`src/rtl/mem_arbiter_if.sv`:
```
// Two-master / one-slave memory access bundle; "master" is the requester side, "slave" the arbiter.
// Carries both master request ports, their grant/read-return signals and the shared slave port.
interface mem_arbiter_if #(
    parameter int ADDR_W = 32,
    parameter int DATA_W = 32
);
    logic                  m0_req;
    logic [DATA_W/8-1:0]   m0_wen;
    logic [ADDR_W-1:0]     m0_addr;
    logic [DATA_W-1:0]     m0_wdata;
    logic                  m0_gnt;
    logic                  m0_rvalid;
    logic [DATA_W-1:0]     m0_rdata;

    logic                  m1_req;
    logic                  m1_lock;
    logic [DATA_W/8-1:0]   m1_wen;
    logic [ADDR_W-1:0]     m1_addr;
    logic [DATA_W-1:0]     m1_wdata;
    logic                  m1_gnt;
    logic                  m1_rvalid;
    logic [DATA_W-1:0]     m1_rdata;

    logic                  s_en;
    logic [DATA_W/8-1:0]   s_wen;
    logic [ADDR_W-1:0]     s_addr;
    logic [DATA_W-1:0]     s_wdata;
    logic [DATA_W-1:0]     s_rdata;

    modport master (
        output m0_req, m0_wen, m0_addr, m0_wdata,
        output m1_req, m1_lock, m1_wen, m1_addr, m1_wdata,
        output s_rdata,
        input  m0_gnt, m0_rvalid, m0_rdata,
        input  m1_gnt, m1_rvalid, m1_rdata,
        input  s_en, s_wen, s_addr, s_wdata
    );

    modport slave (
        input  m0_req, m0_wen, m0_addr, m0_wdata,
        input  m1_req, m1_lock, m1_wen, m1_addr, m1_wdata,
        input  s_rdata,
        output m0_gnt, m0_rvalid, m0_rdata,
        output m1_gnt, m1_rvalid, m1_rdata,
        output s_en, s_wen, s_addr, s_wdata
    );
endinterface

```
`src/rtl/mem_arbiter.sv`:
```
// Round-robin arbiter of two masters onto one slave, with a bounded lock for master 1; grant is same-cycle.
// Read data returns one cycle after the grant; losers are backpressured by holding req until gnt.
module mem_arbiter #(
    parameter int ADDR_W   = 32,
    parameter int DATA_W   = 32,
    parameter int MAX_HOLD = 16
) (
    input  logic          clk,
    input  logic          rst,
    mem_arbiter_if.slave  bus
);
    localparam int            BE_W     = DATA_W / 8;
    localparam logic [7:0]    HOLD_MAX = 8'(MAX_HOLD);

    typedef enum logic {ARB, LOCK1} state_t;

    state_t        state;
    logic          last_m1;
    logic [7:0]    hold_cnt;
    logic          rd_pend;
    logic          rd_m1;
    logic          gnt0;
    logic          gnt1;
    logic          is_read;

    // Grants are forced low while reset is asserted, even with requests present.
    always_comb begin
        gnt0 = 1'b0;
        gnt1 = 1'b0;
        if (rst) begin
            if (state == LOCK1 && bus.m1_lock) begin
                if (hold_cnt == HOLD_MAX && bus.m0_req) begin
                    gnt0 = 1'b1;
                end else begin
                    gnt1 = bus.m1_req;
                end
            end else if (bus.m0_req && bus.m1_req) begin
                gnt0 = last_m1;
                gnt1 = !last_m1;
            end else begin
                gnt0 = bus.m0_req;
                gnt1 = bus.m1_req;
            end
        end
    end

    assign is_read = gnt0 ? (bus.m0_wen == '0) : (gnt1 && (bus.m1_wen == '0));

    always_ff @(posedge clk or negedge rst) begin
        if (!rst) begin
            state    <= ARB;
            last_m1  <= 1'b1;
            hold_cnt <= '0;
            rd_pend  <= 1'b0;
            rd_m1    <= 1'b0;
        end else begin
            if (gnt0 || gnt1) begin
                last_m1 <= gnt1;
            end
            rd_pend <= is_read;
            rd_m1   <= gnt1;
            if (gnt1 && bus.m1_lock) begin
                state <= LOCK1;
                if (state == ARB) begin
                    hold_cnt <= 8'd1;
                end else if (hold_cnt != HOLD_MAX) begin
                    hold_cnt <= hold_cnt + 8'd1;
                end
            end else if (gnt0 || !bus.m1_lock) begin
                state    <= ARB;
                hold_cnt <= '0;
            end
        end
    end

    assign bus.m0_gnt    = gnt0;
    assign bus.m1_gnt    = gnt1;
    assign bus.s_en      = gnt0 | gnt1;
    assign bus.s_wen     = gnt0 ? bus.m0_wen   : (gnt1 ? bus.m1_wen   : {BE_W{1'b0}});
    assign bus.s_addr    = gnt0 ? bus.m0_addr  : (gnt1 ? bus.m1_addr  : {ADDR_W{1'b0}});
    assign bus.s_wdata   = gnt0 ? bus.m0_wdata : (gnt1 ? bus.m1_wdata : {DATA_W{1'b0}});

    assign bus.m0_rvalid = rd_pend && !rd_m1;
    assign bus.m1_rvalid = rd_pend && rd_m1;
    assign bus.m0_rdata  = bus.m0_rvalid ? bus.s_rdata : {DATA_W{1'b0}};
    assign bus.m1_rdata  = bus.m1_rvalid ? bus.s_rdata : {DATA_W{1'b0}};
endmodule

```
`src/flat_wrapper.sv`:
```
// flat-port wrapper written by rule: the top's interface ports become plain ports
module mem_arbiter_flat 
#(
    parameter int ADDR_W   = 32,
    parameter int DATA_W   = 32,
    parameter int MAX_HOLD = 16
)
  (clk, rst, bus_m0_req, bus_m0_wen, bus_m0_addr, bus_m0_wdata, bus_m1_req, bus_m1_lock, bus_m1_wen, bus_m1_addr, bus_m1_wdata, bus_s_rdata, bus_m0_gnt, bus_m0_rvalid, bus_m0_rdata, bus_m1_gnt, bus_m1_rvalid, bus_m1_rdata, bus_s_en, bus_s_wen, bus_s_addr, bus_s_wdata);
  mem_arbiter_if #(.ADDR_W(ADDR_W), .DATA_W(DATA_W)) bus_i ();
  input  logic clk;
  input  logic rst;
  input wire logic [$bits(bus_i.m0_req)-1:0] bus_m0_req;
  input wire logic [$bits(bus_i.m0_wen)-1:0] bus_m0_wen;
  input wire logic [$bits(bus_i.m0_addr)-1:0] bus_m0_addr;
  input wire logic [$bits(bus_i.m0_wdata)-1:0] bus_m0_wdata;
  input wire logic [$bits(bus_i.m1_req)-1:0] bus_m1_req;
  input wire logic [$bits(bus_i.m1_lock)-1:0] bus_m1_lock;
  input wire logic [$bits(bus_i.m1_wen)-1:0] bus_m1_wen;
  input wire logic [$bits(bus_i.m1_addr)-1:0] bus_m1_addr;
  input wire logic [$bits(bus_i.m1_wdata)-1:0] bus_m1_wdata;
  input wire logic [$bits(bus_i.s_rdata)-1:0] bus_s_rdata;
  output wire logic [$bits(bus_i.m0_gnt)-1:0] bus_m0_gnt;
  output wire logic [$bits(bus_i.m0_rvalid)-1:0] bus_m0_rvalid;
  output wire logic [$bits(bus_i.m0_rdata)-1:0] bus_m0_rdata;
  output wire logic [$bits(bus_i.m1_gnt)-1:0] bus_m1_gnt;
  output wire logic [$bits(bus_i.m1_rvalid)-1:0] bus_m1_rvalid;
  output wire logic [$bits(bus_i.m1_rdata)-1:0] bus_m1_rdata;
  output wire logic [$bits(bus_i.s_en)-1:0] bus_s_en;
  output wire logic [$bits(bus_i.s_wen)-1:0] bus_s_wen;
  output wire logic [$bits(bus_i.s_addr)-1:0] bus_s_addr;
  output wire logic [$bits(bus_i.s_wdata)-1:0] bus_s_wdata;
  assign bus_i.m0_req = bus_m0_req;
  assign bus_i.m0_wen = bus_m0_wen;
  assign bus_i.m0_addr = bus_m0_addr;
  assign bus_i.m0_wdata = bus_m0_wdata;
  assign bus_i.m1_req = bus_m1_req;
  assign bus_i.m1_lock = bus_m1_lock;
  assign bus_i.m1_wen = bus_m1_wen;
  assign bus_i.m1_addr = bus_m1_addr;
  assign bus_i.m1_wdata = bus_m1_wdata;
  assign bus_i.s_rdata = bus_s_rdata;
  assign bus_m0_gnt = bus_i.m0_gnt;
  assign bus_m0_rvalid = bus_i.m0_rvalid;
  assign bus_m0_rdata = bus_i.m0_rdata;
  assign bus_m1_gnt = bus_i.m1_gnt;
  assign bus_m1_rvalid = bus_i.m1_rvalid;
  assign bus_m1_rdata = bus_i.m1_rdata;
  assign bus_s_en = bus_i.s_en;
  assign bus_s_wen = bus_i.s_wen;
  assign bus_s_addr = bus_i.s_addr;
  assign bus_s_wdata = bus_i.s_wdata;
  mem_arbiter #(.ADDR_W(ADDR_W), .DATA_W(DATA_W), .MAX_HOLD(MAX_HOLD)) u_core (.clk(clk), .rst(rst), .bus(bus_i));
endmodule
```
`config.mk`:
```
export PLATFORM = sky130hd
export DESIGN_NAME = mem_arbiter_flat
export DESIGN_NICKNAME = d
export VERILOG_FILES = /design/src/rtl/mem_arbiter_if.sv /design/src/rtl/mem_arbiter.sv /design/src/flat_wrapper.sv
export SDC_FILE = /design/constraint.sdc
export NUM_CORES = 1
export LEC_CHECK = 0
export CORE_AREA = 2 2 119 121
export CTS_CLUSTER_SIZE = 25
export DETAILED_ROUTE_END_ITERATION = 12
export DIE_AREA = 0 0 121 123
export MAX_ROUTING_LAYER = met4
export SYNTH_ARGS = -nofsm -noshare
export SYNTH_HDL_FRONTEND = slang
export SYNTH_SLANG_ARGS = --single-unit
```
`constraint.sdc`:
```
create_clock -name clk -period 3.7 [get_ports clk]
set_clock_uncertainty 0.1 [all_clocks]
set_input_delay 1.11 -clock clk [delete_from_list [all_inputs] [get_ports clk]]
set_output_delay 1.11 -clock clk [all_outputs]
set_load 0.005 [all_outputs]
```
# Word-level counts from Yosys, hierarchy flattened
# Index checks and enable logic that the tools add are counted.
# W data, S select, Z words.
[word_totals]
register_bits = 12
out_inout_bits = 137
wordCells = 49
[op_classes]
n_addsub = 1
n_eq_ne = 3
muxes = 23
bitwise = 1
n_reduce_logical = 16
[ops]
columns = ["op", "count"]
rows = [
  ["$mux W32", 6],
  ["$mux W8", 4],
  ["$mux W1", 11],
  ["$add A8 B1 Y8 const B", 1],
  ["$eq A8 B5 Y1 const B", 1],
  ["$logic_not A4 Y1", 2],
  ["$mux W4", 2],
  ["$ne A8 B5 Y1 const B", 1],
  ["$logic_and A1 B1 Y1", 7],
  ["$logic_not A1 Y1", 3],
  ["$ne A3 B3 Y1 const B", 1],
  ["$logic_or A1 B1 Y1", 2],
  ["$reduce_and A2 Y1", 1],
  ["$reduce_bool A2 Y1", 1],
  ["$or A1 B1 Y1", 1],
]

# Longest topological paths before layout
[depth]
ltp_word = 8
ltp_mapped = 8
mapped_depth_nobuf = 8

# Worst setup path before layout
# No wires, ideal clock.
[synth_timing]
path_type = "input-to-output"
from = "in bus_m0_req"
to = "out bus_s_addr[0]"
arrival_time_ns = 2.353
t_required_ns = 2.490
setup_slack_ns = 0.137
stages = 6
cell_sequence = "buf_1 > a31o_2 > a41o_1 > inv_2 > clkbuf_1 > a22o_1"
[synth_via]
elab_chain_cells = 6
word_cells_on_any_way = 12
[synth_lines]
columns = ["item", "line_no", "source"]
rows = [
  ["start, declared", "flat_wrapper.sv:12", "input wire logic [$bits(bus_i.m0_req)-1:0] bus_m0_req;"],
  ["$logic_and A1 B1 Y1 (on tied branches)", "mem_arbiter.sv:37, mem_arbiter.sv:32", ""],
  ["$mux W1 (on tied branches)", "mem_arbiter.sv:37, mem_arbiter.sv:32", ""],
  ["$mux W1", "mem_arbiter.sv:31", "if (state == LOCK1 && bus.m1_lock) begin"],
  ["$mux W1", "mem_arbiter.sv:30", "if (rst) begin"],
  ["$mux W32", "mem_arbiter.sv:80", "assign bus.s_addr = gnt0 ? bus.m0_addr : (gnt1 ? bus.m1_addr : {ADDR_W{1'b0}});"],
  ["$mux W32 *", "mem_arbiter.sv:80", ""],
  ["end, declared", "flat_wrapper.sv:30", "output wire logic [$bits(bus_i.s_addr)-1:0] bus_s_addr;"],
]
# Every way passes the cells marked *; elsewhere a longest branch is shown, timed or not.

# Worst setup path in the final report
[layout_timing]
from = "in bus_m1_req"
to = "out bus_s_addr[16]"
[layout_via]
elab_chain_cells = 6
word_cells_on_any_way = 10
[layout_lines]
columns = ["item", "line_no", "source"]
rows = [
  ["start, declared", "flat_wrapper.sv:16", "input wire logic [$bits(bus_i.m1_req)-1:0] bus_m1_req;"],
  ["$logic_and A1 B1 Y1", "mem_arbiter.sv:37", "end else if (bus.m0_req && bus.m1_req) begin"],
  ["$mux W1", "mem_arbiter.sv:37", ""],
  ["$mux W1", "mem_arbiter.sv:31", ""],
  ["$mux W1", "mem_arbiter.sv:30", ""],
  ["$mux W32", "mem_arbiter.sv:80", ""],
  ["$mux W32 *", "mem_arbiter.sv:80", ""],
]
# Marked as above.

==> impl_metrics.tcl <==
set metrics [dict create \
    synth_top_area_frac 0.311 \
    cp-end-kind "primary output" \
    slew_headroom 0.528 \
    initial_utilization 0.141 \
    worstMarginPinSlew_ps 707 \
    grt_pass1_vias 3471 \
    switching_share 0.290 \
    ys_seq_area_frac 0.158 \
    crit_type "input pin to primary output" \
    grt_max_degree 34 \
    fmax_ghz 0.275 \
    grt_pass1_wl_um 19600 \
    drc_errors 0 \
    die_width_um 121 \
    synth_top_area_cell "a22o_1" \
    place_congestion 0.740 \
    worstPathMaxFanout 8 \
    fin_nets 751 \
    p_comb_frac 0.598 \
    cp-start-kind "input pin" \
    core.rowCount 43 \
    totalWireLength_um 13900 \
    drive_gt1_frac 0.242 \
    ir_drop_mv 0.110 \
    cts_sinks 12 \
    hold_depth 2 \
    fin_ws_ps 68.7 \
    worst_hold_path_type "flip-flop to flip-flop" \
    postSynthAreaPerCell_um2 7.94 \
    path_clk_slew_ps 40 \
    numCtsBuffers 3 \
    final_util 0.404 \
    final.min_clock_period_ps 3630 \
    first_iter_violations 117 \
    core_um2 13600 \
    synth_top_family_by_area "compound AO/OA/AOI/OAI gates" \
    r2r_cells 8 \
    synth_adder_area_share 0.0131 \
    synth-xor-area-share 0 \
    synthMuxAreaShare 0.00523 \
    clkLatencyLatePin_ps 250 \
    drv_slew 0 \
    finalSetupViolCount 0 \
    yosys.area_share.simple 0.348 \
    areaGrowthSynthToFinish_pct 188 \
    cts_tree "yes" \
    antenna_found_initial 0 \
    htree_levels 1 \
    dp_slack_ps -783 \
    synthArstFlopShare 1.00 \
    root_buffer "clkbuf_16" \
    die_area_um2 14900 \
    track_usage 0.175 \
    synthCells 241 \
    synthTopCellsByArea "a22o_1 (31%), dfrtp_1 (14%), and2_1 (11%)" \
    leakage_nw 2.53 \
    ys_ff_latch 12 \
    worstPathCellList "buf_2, buf_6, nor2b_4, a211oi_4, buf_12, buf_12, buf_12, a22o_1, buf_2" \
    finalCritPeriodShare 0.981 \
    pwr-share-clk 0.244 \
    crit_required_ps 2490 \
    drt-vias-per-instance 4.42 \
    wl_per_cell_um 18.4 \
    synth-compound-area-share 0.388 \
    ant_nets 0 \
    clk_path_buf_depth 2 \
    max_stage_delay_ps 260 \
    powerDensity_nw_per_um2 169 \
    dp_hpwl_um 11200 \
    synthesis.nets 416 \
    path_common_cell "buf_12" \
    status "finished, final reports clean" \
    antenna-diode-count 0 \
    synth_warnings 0 \
    die_y_um 123 \
    seq_power_share 0.158 \
    synth_area_um2 1910 \
    drv_cap 0 \
    dr.pass1.iters 4 \
    rsz0062_at_grt "true" \
    p_int_mw 0.659 \
    setup_tns_ps 0 \
    cts_hold_buf 0 \
    synthFlopType "dfrtp_1" \
    synth_cell_types 41 \
    overflow 0 \
    cp.arrival_ps 2420 \
    cp_slowest_cell "a211oi_4" \
    ioPinCount 310 \
    route.vias.total 3336 \
    p_switching_mw 0.269 \
    hold_viol 0 \
    synth_edf_count 0 \
    numPortBuffers 309 \
]
-- path summary, 6_finish.rpt --
path                               startpoint                  to  slack [ps]
max                                bus_m1_req      bus_s_addr[16]          70
min in group asynchronous                 rst  u_core.hold_cnt[1]         820
min reg2reg                    u_core.last_m1      u_core.last_m1         450
max in group asynchronous                 rst      u_core.last_m1        2430
min                            u_core.last_m1      u_core.last_m1         450
max reg2reg                u_core.hold_cnt[1]  u_core.hold_cnt[4]        1440
-- cells by family (layout without fill, tap and decap cells) --
group / count (synthesis) / count (layout)
adders and majority gates: 2 / 2
muxes: 1 / 1
and+or+nand+nor: 111 / 111
AOI/OAI and AO/OA: 85 / 85
buffers and inverters: 30 / 364
DFF: 12 / 12
-- cell type report --
type	instances	area, um2
clock buffer	4	88.8
fill	1373	8110
inverter	5	21.3
multi-input combinational	199	1490
sequential	12	302
tap	180	225
timing repair buffer	355	3370
-- synthesized netlist by cell type (2+ instances only) --
cell type	count
ha_1	2
dfrtp_1	11
and2_1	34
nor3b_1	2
a221o_1	2
clkbuf_1	15
buf_2	2
o2bb2ai_1	2
nand3_1	13
inv_1	4
a21oi_1	3
and3_1	33
buf_6	7
nor2b_1	3
or2_2	2
nand2_1	9
nor2_1	6
a22o_1	68
-- cell usage in the layout (no fill, tap or decap), drive strengths merged, types with 2 or more instances in the layout --
master and instances:
clkdlybuf4s50 234, buf 111, a22o 68, and2 34, and3 33, nand3 13, dfrtp 11, clkbuf 11
nand2 9, nor2 7, inv 5, a21oi 3, dlygate4sd2 3, nor2b 3, or2 3, nor3b 2
a221o 2, o2bb2ai 2, nor4 2, ha 2
-- metal layers --
layer / vias to the layer above / track usage / wire (um)
met2: 221 / 0.324 / 7290
met4: 0 / 0.0589 / 399
met1: 1490 / 0.191 / 5090
li1: 1605 / - / -
met3: 20 / 0.0277 / 1150
met5: - / - / 0
-- power groups by stage --
stage | Clock [mW] | Combinational [mW] | Sequential [mW]
after floorplan | 0 | 0.144 | 0.144
after global placement | 0 | 0.538 | 0.146
after detailed placement | 0 | 0.541 | 0.146
after CTS | 0.228 | 0.574 | 0.146
after global routing | 0.237 | 0.590 | 0.147
final | 0.227 | 0.555 | 0.146
-- stage by stage --
step | cell area (um2) | std cells | total power, mW | hold WS (ps)
detailed placement | 5340 | 731 | 0.687 | 414
global route | 5510 | 755 | 0.974 | 471
CTS | 5600 | 756 | 0.949 | 439
floorplan | 1910 | 241 | 0.289 | 375
finish | 5510 | 755 | 0.928 | 454
global placement | 5340 | 731 | 0.684 | 402
-- registers in the layout, summed over array words and instances, names as in the netlist --
| signal | count |
|---|---|
| u_core.rd_pend | 1 |
| u_core.rd_m1 | 1 |
| u_core.hold_cnt | 8 |
| u_core.state | 1 |
| u_core.last_m1 | 1 |
-- repair_timing --
item | 4_1_cts | 5_1_grt
buffers inserted | 15 | 3
pin swaps | 27 | 14
setup endpoints to repair | 71 | 70
resized for setup | 299 | 23
gates cloned | 8 | 0
-- worst max-delay path: cells and delay by family --
family / cells / cell delay (ps)
AOI/OAI and AO/OA: 2 / 410
buffers and inverters: 6 / 760
and+or+nand+nor: 1 / 120
No activity file was read; power rests on OpenSTA's default activity.
